<file path="src/rtl/cp0_exc_ctrl_if.sv">
// Pipeline-facing bundle of the CP0 exception controller.
// The pipeline drives the M-stage side (master). The controller (slave) returns the
// trap request, the read data and the redirect targets.
interface cp0_exc_ctrl_if;
    logic [31:0] pc_m;
    logic [4:0]  exccode_m;
    logic        bd_m;
    logic [5:0]  hwint;
    logic [4:0]  cp0_addr;
    logic        cp0_we;
    logic [31:0] cp0_wdata;
    logic        eret_m;
    logic [31:0] cp0_rdata;
    logic        req;
    logic [31:0] handler_pc;
    logic [31:0] epc_out;

    modport master (
        output pc_m, exccode_m, bd_m, hwint, cp0_addr, cp0_we, cp0_wdata, eret_m,
        input  cp0_rdata, req, handler_pc, epc_out
    );

    modport slave (
        input  pc_m, exccode_m, bd_m, hwint, cp0_addr, cp0_we, cp0_wdata, eret_m,
        output cp0_rdata, req, handler_pc, epc_out
    );
endinterface

</file>
<file path="src/rtl/cp0_exc_ctrl.sv">
// Coprocessor-0 exception/interrupt controller.
// Holds SR/Cause/EPC/PRId and decides combinationally whether the M-stage instruction
// traps. It also serves mfc0/mtc0 and sequences eret.
// SR.EXL doubles as the two-state NORMAL/IN_HANDLER state bit.
module cp0_exc_ctrl #(
    parameter logic [31:0] HANDLER_ADDR = 32'h0000_4180,
    parameter logic [31:0] PRID_VAL     = 32'h1234_5678
) (
    input  logic           clk,
    input  logic           reset,
    cp0_exc_ctrl_if.slave  bus
);
    localparam logic [0:0] ST_NORMAL     = 1'b0;
    localparam logic [0:0] ST_IN_HANDLER = 1'b1;

    localparam logic [4:0] ADDR_SR    = 5'd12;
    localparam logic [4:0] ADDR_CAUSE = 5'd13;
    localparam logic [4:0] ADDR_EPC   = 5'd14;
    localparam logic [4:0] ADDR_PRID  = 5'd15;

    // Architectural state; EPC keeps only the word address
    logic [5:0]  im_q,      im_d;
    logic        ie_q,      ie_d;
    logic [0:0]  state_q,   state_d;
    logic [5:0]  ip_q,      ip_d;
    logic        bd_q,      bd_d;
    logic [4:0]  exccode_q, exccode_d;
    logic [29:0] epc_q,     epc_d;

    logic        int_req;
    logic        exc_req;
    logic        trap;
    logic [29:0] epc_trap;
    logic [31:0] sr_word;
    logic [31:0] cause_word;
    logic [31:0] rdata;

    // The PC byte offset never reaches EPC, which is always word-aligned
    logic        pc_lsb_unused;
    assign pc_lsb_unused = ^bus.pc_m[1:0];

    assign int_req = (|(bus.hwint & im_q)) & ie_q & (state_q == ST_NORMAL);
    assign exc_req = (bus.exccode_m != 5'd0) & (state_q == ST_NORMAL);
    // Gating with reset makes req drop at the same instant reset is applied
    assign trap    = (int_req | exc_req) & ~reset;

    // A delay-slot instruction resumes at its branch, one word back
    assign epc_trap = bus.bd_m ? (bus.pc_m[31:2] - 30'd1) : bus.pc_m[31:2];

    assign sr_word    = {16'b0, im_q, 8'b0, state_q, ie_q};
    assign cause_word = {bd_q, 15'b0, ip_q, 3'b0, exccode_q, 2'b0};

    // Next-state selection: trap beats eret, and eret beats mtc0
    always_comb begin
        im_d      = im_q;
        ie_d      = ie_q;
        state_d   = state_q;
        ip_d      = bus.hwint;
        bd_d      = bd_q;
        exccode_d = exccode_q;
        epc_d     = epc_q;
        if (trap) begin
            state_d   = ST_IN_HANDLER;
            exccode_d = int_req ? 5'd0 : bus.exccode_m;
            bd_d      = bus.bd_m;
            epc_d     = epc_trap;
        end else if (bus.eret_m) begin
            state_d = ST_NORMAL;
        end else if (bus.cp0_we) begin
            case (bus.cp0_addr)
                ADDR_SR: begin
                    im_d    = bus.cp0_wdata[15:10];
                    state_d = bus.cp0_wdata[1];
                    ie_d    = bus.cp0_wdata[0];
                end
                ADDR_EPC: epc_d = bus.cp0_wdata[31:2];
                default:  ;
            endcase
        end
    end

    // State registers with asynchronous clear
    always_ff @(posedge clk or posedge reset) begin
        if (reset) begin
            im_q      <= 6'd0;
            ie_q      <= 1'b0;
            state_q   <= ST_NORMAL;
            ip_q      <= 6'd0;
            bd_q      <= 1'b0;
            exccode_q <= 5'd0;
            epc_q     <= 30'd0;
        end else begin
            im_q      <= im_d;
            ie_q      <= ie_d;
            state_q   <= state_d;
            ip_q      <= ip_d;
            bd_q      <= bd_d;
            exccode_q <= exccode_d;
            epc_q     <= epc_d;
        end
    end

    // mfc0 read port shows the pre-edge register contents
    always_comb begin
        rdata = 32'd0;
        case (bus.cp0_addr)
            ADDR_SR:    rdata = sr_word;
            ADDR_CAUSE: rdata = cause_word;
            ADDR_EPC:   rdata = {epc_q, 2'b00};
            ADDR_PRID:  rdata = PRID_VAL;
            default:    rdata = 32'd0;
        endcase
    end

    assign bus.cp0_rdata  = rdata;
    assign bus.req        = trap;
    assign bus.handler_pc = HANDLER_ADDR;
    assign bus.epc_out    = {epc_q, 2'b00};
endmodule
</file>
<file path="src/flat_wrapper.sv">
// flat-port wrapper written by rule: the top's interface ports become plain ports
module cp0_exc_ctrl_flat 
#(
    parameter logic [31:0] HANDLER_ADDR = 32'h0000_4180,
    parameter logic [31:0] PRID_VAL     = 32'h1234_5678
)
  (clk, reset, bus_pc_m, bus_exccode_m, bus_bd_m, bus_hwint, bus_cp0_addr, bus_cp0_we, bus_cp0_wdata, bus_eret_m, bus_cp0_rdata, bus_req, bus_handler_pc, bus_epc_out);
  cp0_exc_ctrl_if bus_i ();
  input  logic clk;
  input  logic reset;
  input wire logic [$bits(bus_i.pc_m)-1:0] bus_pc_m;
  input wire logic [$bits(bus_i.exccode_m)-1:0] bus_exccode_m;
  input wire logic [$bits(bus_i.bd_m)-1:0] bus_bd_m;
  input wire logic [$bits(bus_i.hwint)-1:0] bus_hwint;
  input wire logic [$bits(bus_i.cp0_addr)-1:0] bus_cp0_addr;
  input wire logic [$bits(bus_i.cp0_we)-1:0] bus_cp0_we;
  input wire logic [$bits(bus_i.cp0_wdata)-1:0] bus_cp0_wdata;
  input wire logic [$bits(bus_i.eret_m)-1:0] bus_eret_m;
  output wire logic [$bits(bus_i.cp0_rdata)-1:0] bus_cp0_rdata;
  output wire logic [$bits(bus_i.req)-1:0] bus_req;
  output wire logic [$bits(bus_i.handler_pc)-1:0] bus_handler_pc;
  output wire logic [$bits(bus_i.epc_out)-1:0] bus_epc_out;
  assign bus_i.pc_m = bus_pc_m;
  assign bus_i.exccode_m = bus_exccode_m;
  assign bus_i.bd_m = bus_bd_m;
  assign bus_i.hwint = bus_hwint;
  assign bus_i.cp0_addr = bus_cp0_addr;
  assign bus_i.cp0_we = bus_cp0_we;
  assign bus_i.cp0_wdata = bus_cp0_wdata;
  assign bus_i.eret_m = bus_eret_m;
  assign bus_cp0_rdata = bus_i.cp0_rdata;
  assign bus_req = bus_i.req;
  assign bus_handler_pc = bus_i.handler_pc;
  assign bus_epc_out = bus_i.epc_out;
  cp0_exc_ctrl #(.HANDLER_ADDR(HANDLER_ADDR), .PRID_VAL(PRID_VAL)) u_core (.clk(clk), .reset(reset), .bus(bus_i));
endmodule
</file>
<file path="config.mk">
export PLATFORM = sky130hd
export DESIGN_NAME = cp0_exc_ctrl_flat
export DESIGN_NICKNAME = d
export VERILOG_FILES = /design/src/rtl/cp0_exc_ctrl_if.sv /design/src/rtl/cp0_exc_ctrl.sv /design/src/flat_wrapper.sv
export SDC_FILE = /design/constraint.sdc
export NUM_CORES = 1
export LEC_CHECK = 0
export CAP_MARGIN = 15
export CORE_UTILIZATION = 45
export CTS_BUF_LIST = sky130_fd_sc_hd__clkbuf_8 sky130_fd_sc_hd__clkbuf_16
export CTS_CLUSTER_SIZE = 10
export DETAILED_ROUTE_END_ITERATION = 8
export DONT_BUFFER_PORTS = 1
export PLACE_DENSITY_LB_ADDON = 0.25
export SYNTH_ARGS = -nofsm -noshare
export SYNTH_HDL_FRONTEND = slang
export SYNTH_SLANG_ARGS = --single-unit
export TNS_END_PERCENT = 20
</file>
<file path="constraint.sdc">
create_clock -name clk -period 4.76 [get_ports clk]
set_clock_uncertainty 0.2 [all_clocks]
set_input_delay 0.952 -clock clk [delete_from_list [all_inputs] [get_ports clk]]
set_output_delay 0.952 -clock clk [all_outputs]
set_load 0.01 [all_outputs]
</file>
## Word level (Yosys, flattened, before mapping)

Cells that the tools add are included.

- Register bits: 50
- Input port bits: 85

- $add $sub $neg: 1
- Eq/ne operators: 5
- Muxes and demuxes: 11
- Bitwise logic cells: 10
- Reduce and logical (&&, ||, !) cells: 9

Operator list:

| cell | number |
|---|---|
| $mux W30 | 5 |
| $pmux W32 S4 | 1 |
| $sub A30 B1 Y30 const B | 1 |
| $eq A5 B4 Y1 const B | 4 |
| $and A6 B6 Y6 | 1 |
| $reduce_bool A3 Y1 | 2 |
| $reduce_or A6 Y1 | 1 |
| $mux W5 | 1 |
| $reduce_bool A5 Y1 | 1 |
| $and A1 B1 Y1 | 4 |
| $mux W1 | 4 |
| $not A1 Y1 | 4 |
| $reduce_and A4 Y1 | 1 |
| $reduce_bool A2 Y1 | 2 |
| $reduce_and A3 Y1 | 1 |
| $ne A2 B1 Y1 const B | 1 |
| $reduce_and A2 Y1 | 1 |
| $or A1 B1 Y1 | 1 |

## Longest topological paths before layout

Gate-level depths: netlist of run 1.

- Depth in word-level cells: 8
- Gate-level depth with buffers: 7

## Worst setup path after synthesis of run 1

OpenSTA, ideal clock, no wires.

- Path kind: input to output
- From: input port bus_exccode_m[3]
- To: output port bus_req
- Arrival time: 2,104 ps
- Setup slack: 1,504 ps
- Stages on the path: 4
- Path buffers: 2
- Cell sequence: or4_1 > o31a_1 > buf_4 > clkbuf_1

- Word-level cells in the longest chain between the ends: 4

Ends and longest elaborated chain:

| element | line | source |
|---|---|---|
| from (decl) | flat_wrapper.sv:12 | `input wire logic [$bits(bus_i.exccode_m)-1:0] bus_exccode_m;` |
| $reduce_bool A5 Y1 | cp0_exc_ctrl.sv:43 | `assign exc_req = (bus.exccode_m != 5'd0) & (state_q == ST_NORMAL);` |
| $and A1 B1 Y1 | cp0_exc_ctrl.sv:43 |  |
| $or A1 B1 Y1 | cp0_exc_ctrl.sv:45 | `assign trap = (int_req \| exc_req) & ~reset;` |
| $and A1 B1 Y1 | cp0_exc_ctrl.sv:45 |  |
| to (decl) | flat_wrapper.sv:20 | `output wire logic [$bits(bus_i.req)-1:0] bus_req;` |

Every way passes these cells.

## Worst setup path after layout of run 1

Ends and elaborated chain as after synthesis.

==> parameters.txt, run 1 <==
Parameter                              Value

Run status
  Result of the run    finished clean

Setup path
  Cell type of the slowest stage on the worst timing path    sky130_fd_sc_hd__o31a_2
  Total buffers and inverters traversed by the critical path    0
  Cell-by-cell trace of the critical path    or4_1 > o31a_2
  Maximum fanout along the worst path    49
  Path type of the worst setup path    input port to output port
  Reg-to-reg critical path startpoint    u_core.im_q[0]
  Dominant delay contributor by cell family on the critical path    compound AO/OA/AOI/OAI gates
  Sort of element at the end of the critical path    output port
  Endpoint required time on the critical path    3.61 ns
  Worst setup slack for register-to-register paths    2.02 ns
  Crit path largest cell delay    ~0.67 ns
  Startpoint type of the worst setup path    input port
  Reg2reg end    u_core.im_q[1]
  Arrival time of the worst setup path    2.16 ns
  Register-to-Register Path Depth    5

STA
  Setup violation total in the final timing report    0
  Final clock period utilization by the worst path    between 60 and 70%
  Slew at the pin closest to its max-slew limit    0.9857 ns
  Fmax    about 300 MHz
  Clock period minus final worst setup slack    3.312 ns
  Worst setup margin    1.448 ns
  Count of final max-slew check failures    0
  Fin Setup TNS    0 ns
  Unrepaired setup endpoints after global routing    false
  Remaining max-slew budget at the tightest pin    between 30% and 40%
  Final number of hold-violating endpoints    0

Yosys
  Most common cell in the synthesized netlist    sky130_fd_sc_hd__dfrtp_1
  Distinct cells, synth    42
  Async SR Flop Fraction    100.0%
  Post-synthesis cell area    about 0.0035 mm^2
  Syn Area/Cell    8.730 um^2
  Area leader, netlist    sky130_fd_sc_hd__dfrtp_1
  Count of mapped cells out of synthesis    between 300 and 400
  Most used standard cells in the synthesized netlist    sky130_fd_sc_hd__dfrtp_1, sky130_fd_sc_hd__buf_4, sky130_fd_sc_hd__nor2_1
  Fraction of synthesized cell area taken by the top area cell type    a little over a third
  Total of flip-flops plus latches after synthesis    50
  Main flop type after synthesis    sky130_fd_sc_hd__dfrtp_1
  Share of the yosys chip area belonging to registers    36.19%
  Total of warnings raised by yosys    0
  Number of synthesized flops with an enable pin    0
  Largest cells by area after synthesis    sky130_fd_sc_hd__dfrtp_1, sky130_fd_sc_hd__buf_4, sky130_fd_sc_hd__a211oi_1

Layout
  Number of filler instances in the final layout    761
  Post-route design area    0.003478 mm^2
  Synth-to-Final Area Change    0.6154%
  Net count reported at finish    471
  Number of inserted diodes    0
  Proportion of layout cells with a drive suffix above 1    5.440%
  Final core occ    47.45%

Floorplanning
  Count of standard-cell rows    31
  Std-Cell Core Area    0.007331 mm^2
  Die width    around 90 um
  Effective utilization at floorplan    47.16%
  Die area    0.008037 mm^2
  Top Ports    182
  Die span in y    roughly 90 um

Global route
  Wire length of the first global-routing pass    between 10000 and 15000 um
  Sum of overflow across all layers after global routing    0
  Vias in the first global route    2471
  Pin count of the biggest net entering global routing    between 50 and 60
  All-layer global routing usage    21.38%
  Number of antenna violations at the first check in global routing    0

Pwr
  Share of total power in combinational logic    20.9%
  Total power    1.083 mW
  Net load switching power    0.3714 mW
  Areal power density over the cells    between 300 and 400 mW/mm^2
  Relative contribution of sequential cells to total power    55.6%
  Pleak    1.314 nW
  Cell-internal power    0.7118 mW
  Clock network power share    23.5%
  Sw Ratio    34.29%
  Worst-case vdd ir drop    0.0001440 V

Clock network
  Clock buffer count from CTS    5
  Hold Buf Count CTS    0
  Clock tree from TritonCTS    yes
  Clock network latency to the later pin of the worst-skew pair    0.30 ns
  H-tree depth    2
  # clock sinks    50
  Count of buffers added by post-CTS timing repair for setup    0
  Clock Pin Slew Worst Setup and Hold Paths    approximately 0.10 ns
  CTS-repair resized insts    0
  Master cell of the clock root buffer    sky130_fd_sc_hd__clkbuf_8
  CTS Buffer Depth    2

Drt
  Number of DRC markers after the initial detailed-route iteration    just under 80
  Post-route ant nets    0
  Overall via count from detail_route    2718
  Average wire per standard cell    approximately 18 um
  DRC violations left    0
  Total Routed Length    about 8800 um
  Routed vias/inst    approximately 5.6
  Number of iterations in the first detailed-routing pass    5

Min path
  Hold Path Cell Cnt    1
  Class of the tightest hold or removal check    flop to flop
  End of the worst hold path    u_core.ie_q
  Startpoint of the tightest hold check path    u_core.ie_q

Placed design
  Placement-stage worst setup slack    1.302 ns
  Buffers added on ports    0
  Final Wtd Congestion    0.8496
  Placed standard-cell area    0.003368 mm^2
  DP Wirelength    6441 um

Flow run
  Max-cap violations    0
[area by class of cell]
class                      instances  area, um^2  share of cell area, %
clock inverter                     3       21.27                 0.6115
sequential                        50        1251                  35.97
tap                               99       123.9                  3.561
clock buffer                       5       68.82                  1.978
timing repair buffer               4       42.54                  1.223
multi-input combinational        314        1933                  55.58
inverter                          10       37.54                  1.079
[worst max path at each step]
| stage | depth (start not counted) | startpoint | slack [ns] | end |
|---|---|---|---|---|
| after detailed placement | 4 | bus_exccode_m[3] | 1.30 | u_core.ie_q |
| final | 2 | bus_exccode_m[3] | 1.45 | bus_req |
| after global placement | 4 | bus_exccode_m[3] | 1.31 | u_core.im_q[1] |
| after global routing | 2 | bus_exccode_m[3] | 1.40 | bus_req |
| after CTS | 2 | bus_exccode_m[3] | 1.45 | bus_req |
| after floorplan | 4 | bus_exccode_m[3] | 1.50 | bus_req |
[registers in the layout, summed over array words and instances, names as in the netlist]
| name | flops |
|---|---|
| u_core.state_q | 1 |
| u_core.im_q | 6 |
| u_core.epc_q | 30 |
| u_core.exccode_q | 5 |
| u_core.ie_q | 1 |
| u_core.ip_q | 6 |
| u_core.bd_q | 1 |
[layer usage]
metal | part of all wire [%] | track usage (%)
met3 | 9.8 | 6.307
met2 | 45 | 34.02
met1 | 45 | 29.37
met4 | 0.61 | 3.463
met5 | 0 | 0
[cells by family (layout without fill, tap and decap cells)]
| group | Yosys count | count (layout) | synth area share (%) |
|---|---|---|---|
| flops | 50 | 50 | 36.19 |
| xor+xnor | 27 | 27 | 6.840 |
| mux | 18 | 18 | 5.501 |
| simple gates | 150 | 150 | 24.50 |
| compound gates | 84 | 84 | 14.98 |
| other cells | 2 | 34 | 0.2172 |
| buf+inv | 64 | 22 | 11.40 |
| fa+ha+maj | 1 | 1 | 0.3619 |
[power groups by stage]
stage	Sequential [mW]	Clock, mW	Combinational, mW
4_1_cts	0.603	0.263	0.227
3_3_place_gp	0.610	0	0.220
2_1_floorplan	0.586	0	0.220
6_report	0.602	0.254	0.226
3_5_place_dp	0.610	0	0.226
5_1_grt	0.616	0.279	0.260
[cells in the final DEF (no fill, tap or decap), drive strengths merged, types with 3 or more instances in the layout]
cell type,synthesis,routed
a211oi,27,27
a21oi,29,29
a22oi,5,5
a31oi,3,3
and2,13,13
and2b,3,3
buf,43,4
clkbuf,11,5
conb,2,34
dfrtp,50,50
inv,10,10
mux2,8,8
mux2i,10,10
nand2,17,17
nand2b,5,5
nand3,5,5
nor2,35,35
nor2b,26,26
nor3,14,14
nor4,12,12
o21ai,16,16
or3,7,7
xnor2,23,23
xor2,4,4
[metrics by stage]
step                instances  hold WS, ns
floorplan                 428       0.2581
global placement          476       0.2741
detailed placement        476       0.2986
CTS                       484       0.3217
global route              485       0.3411
finish                    485       0.3215
No activity file was read; power rests on OpenSTA's default activity.
==> run 2, diff against run 1 <==
- clock period: 4.76 -> 3.03 ns (I/O delays scaled with it)
==> parameters.txt, run 2 (same netlist as run 1, synthesis figures left out) <==
Parameter                              Value

Setup path
  Crit path largest cell delay    0.43 ns (-0.24 ns)
  Arrival time of the worst setup path    1.72 ns (-0.44 ns)
  Endpoint required time on the critical path    2.22 ns (-1.39 ns)
  Register-to-Register Path Depth    5 (unchanged)
  Start point of the critical path    bus_cp0_addr[4]
  Cell type of the slowest stage on the worst timing path    sky130_fd_sc_hd__nand3b_2
  Sort of element at the end of the critical path    output port
  Worst setup slack for register-to-register paths    0.64 ns (-1.38 ns)
  Reg2reg end    u_core.im_q[3]
  Startpoint type of the worst setup path    input port
  Path type of the worst setup path    input port to output port
  Cell-by-cell trace of the critical path    nand3b_2 > inv_1 > nand2_1 > nor2_1
  Reg-to-reg critical path startpoint    u_core.im_q[2]
  Maximum fanout along the worst path    17 (-65%)

Drt
  Overall via count from detail_route    2702 (-0.59%)
  Post-route ant nets    0 (unchanged)
  DRC violations left    0 (unchanged)
  Number of DRC markers after the initial detailed-route iteration    93 (+21%)
  Average wire per standard cell    18.31 um (+0.86%)
  Routed vias/inst    5.571 (-0.59%)
  Number of iterations in the first detailed-routing pass    4 (-1)
  Total Routed Length    8878 um (+0.86%)

Clock network
  Clock network latency to the later pin of the worst-skew pair    0.30 ns (about the same)
  Clock Pin Slew Worst Setup and Hold Paths    0.09 ns (about the same)
  Master cell of the clock root buffer    sky130_fd_sc_hd__clkbuf_8
  Clock tree from TritonCTS    yes
  H-tree depth    2 (unchanged)
  CTS Buffer Depth    2 (unchanged)
  Clock buffer count from CTS    5 (unchanged)
  # clock sinks    50 (unchanged)
  Count of buffers added by post-CTS timing repair for setup    0 (unchanged)
  CTS-repair resized insts    0 (unchanged)
  Hold Buf Count CTS    0 (unchanged)

Placed design
  Final Wtd Congestion    0.8130 (-4.3%)
  Placement-stage worst setup slack    0.2171 ns (-1.085 ns)
  DP Wirelength    6515 um (+1.1%)
  Buffers added on ports    0 (unchanged)

Min path
  End of the worst hold path    u_core.ip_q[0]
  Startpoint of the tightest hold check path    bus_hwint[0]
  Hold Path Cell Cnt    0 (-1)
  Class of the tightest hold or removal check    input port to flop

Layout
  Number of inserted diodes    0 (unchanged)
  Net count reported at finish    471 (unchanged)
  Leading cell types in the layout, fill and taps excluded    sky130_fd_sc_hd__dfrtp_1, sky130_fd_sc_hd__nor2_1, sky130_fd_sc_hd__conb_1
  Synth-to-Final Area Change    2.497%
  Final core occ    48.34% (+0.89 points)
  Largest Register    u_core.epc_q
  Biggest regs    u_core.epc_q: 30 flops, u_core.im_q: 6 flops, u_core.ip_q: 6 flops
  Most common cell after layout, fill and taps aside    sky130_fd_sc_hd__dfrtp_1
  Number of flip-flops under the largest register name    30 (unchanged)
  Proportion of layout cells with a drive suffix above 1    5.440% (unchanged)

STA
  Worst setup margin    0.5016 ns (-0.9468 ns)
  Final clock period utilization by the worst path    a little over four fifths
  Fin Setup TNS    0 ns (unchanged)
  Final number of hold-violating endpoints    0 (unchanged)
  Unrepaired setup endpoints after global routing    false
  Clock period minus final worst setup slack    around 2.5 ns
  Fmax    395.5 MHz
  Slew at the pin closest to its max-slew limit    0.6444 ns (-0.3413 ns)
  Count of final max-slew check failures    0 (unchanged)
  Remaining max-slew budget at the tightest pin    57.04% (+23 points)
  Setup violation total in the final timing report    0 (unchanged)

Pwr
  Areal power density over the cells    530.8 mW/mm^2 (+70%)
  Total power    1.881 mW (+74%)
  Pleak    1.344 nW (+2.2%)
  Worst-case vdd ir drop    0.0002774 V (+93%)

Floorplanning
  Die area    0.008037 mm^2 (unchanged)
  Die width    89.65 um (unchanged)
  Count of standard-cell rows    31 (unchanged)
  Effective utilization at floorplan    47.16% (unchanged)
  Die span in y    89.65 um (unchanged)
  Std-Cell Core Area    0.007331 mm^2 (unchanged)
  Top Ports    182 (unchanged)

Flow run
  Max-cap violations    0 (unchanged)

Run status
  Result of the run    finished clean

Global route
  Pin count of the biggest net entering global routing    73 (+33%)
  Sum of overflow across all layers after global routing    0 (unchanged)
  All-layer global routing usage    21.95% (+0.57 points)
  Wire length of the first global-routing pass    13120 um (+1.9%)
  Number of antenna violations at the first check in global routing    0 (unchanged)
  Vias in the first global route    2519 (+1.9%)
==> run 2: cell types whose count changed in the layout (fill, tap and decap cells not counted), sizes merged <==
cell and change:
clkinvlp -1, bufinv +2, clkinv -2, clkbuf +1
==> run 2: final cells by class <==
cell class / instances / area [um^2]
inverters: 10 / 37.54
repair buffers: 4 / 55.05
well taps: 99 / 123.9
clock inverters: 2 / 60.06
flip-flops and latches: 50 / 1251
multi-input cells: 314 / 1933
clock buffers: 6 / 82.58
fillers: 739 / 3787
==> run 2: worst max path at each step <==
stage	depth (start not counted)	end
floorplan	4	bus_req
global route	4	bus_cp0_rdata[18]
detailed placement	4	u_core.im_q[3]
finish	4	bus_cp0_rdata[20]
CTS	4	bus_cp0_rdata[18]
global placement	4	u_core.im_q[1]
==> run 2: stage by stage <==
step	cells	area [um^2]	hold slack (ns)
final	485	3543	0.1228
after global routing	485	3543	0.1021
after global placement	477	3401	0.2747
after CTS	485	3543	0.1153
after detailed placement	477	3401	0.2773
after floorplan	428	3577	0.2581
==> run 2: critical path, delay by kind of cell <==
family | cells | cell delay (ns)
buf+inv | 1 | 0.13
simple gates | 3 | 0.98
==> run 2: metal layers <==
layer	part of all wire, %	GRT usage [%]	wire length [um]
met5	0	0	0
met4	0.69	4.329	61
met3	9.0	5.941	796
met2	46	35.40	4048
met1	45	29.82	3972
==> run 2: report_power, final <==
group	internal, mW	switching (mW)	total, mW
clock	0.352	0.226	0.578
combinational	0.164	0.193	0.357
sequential	0.794	0.152	0.946
total	1.31	0.571	1.88
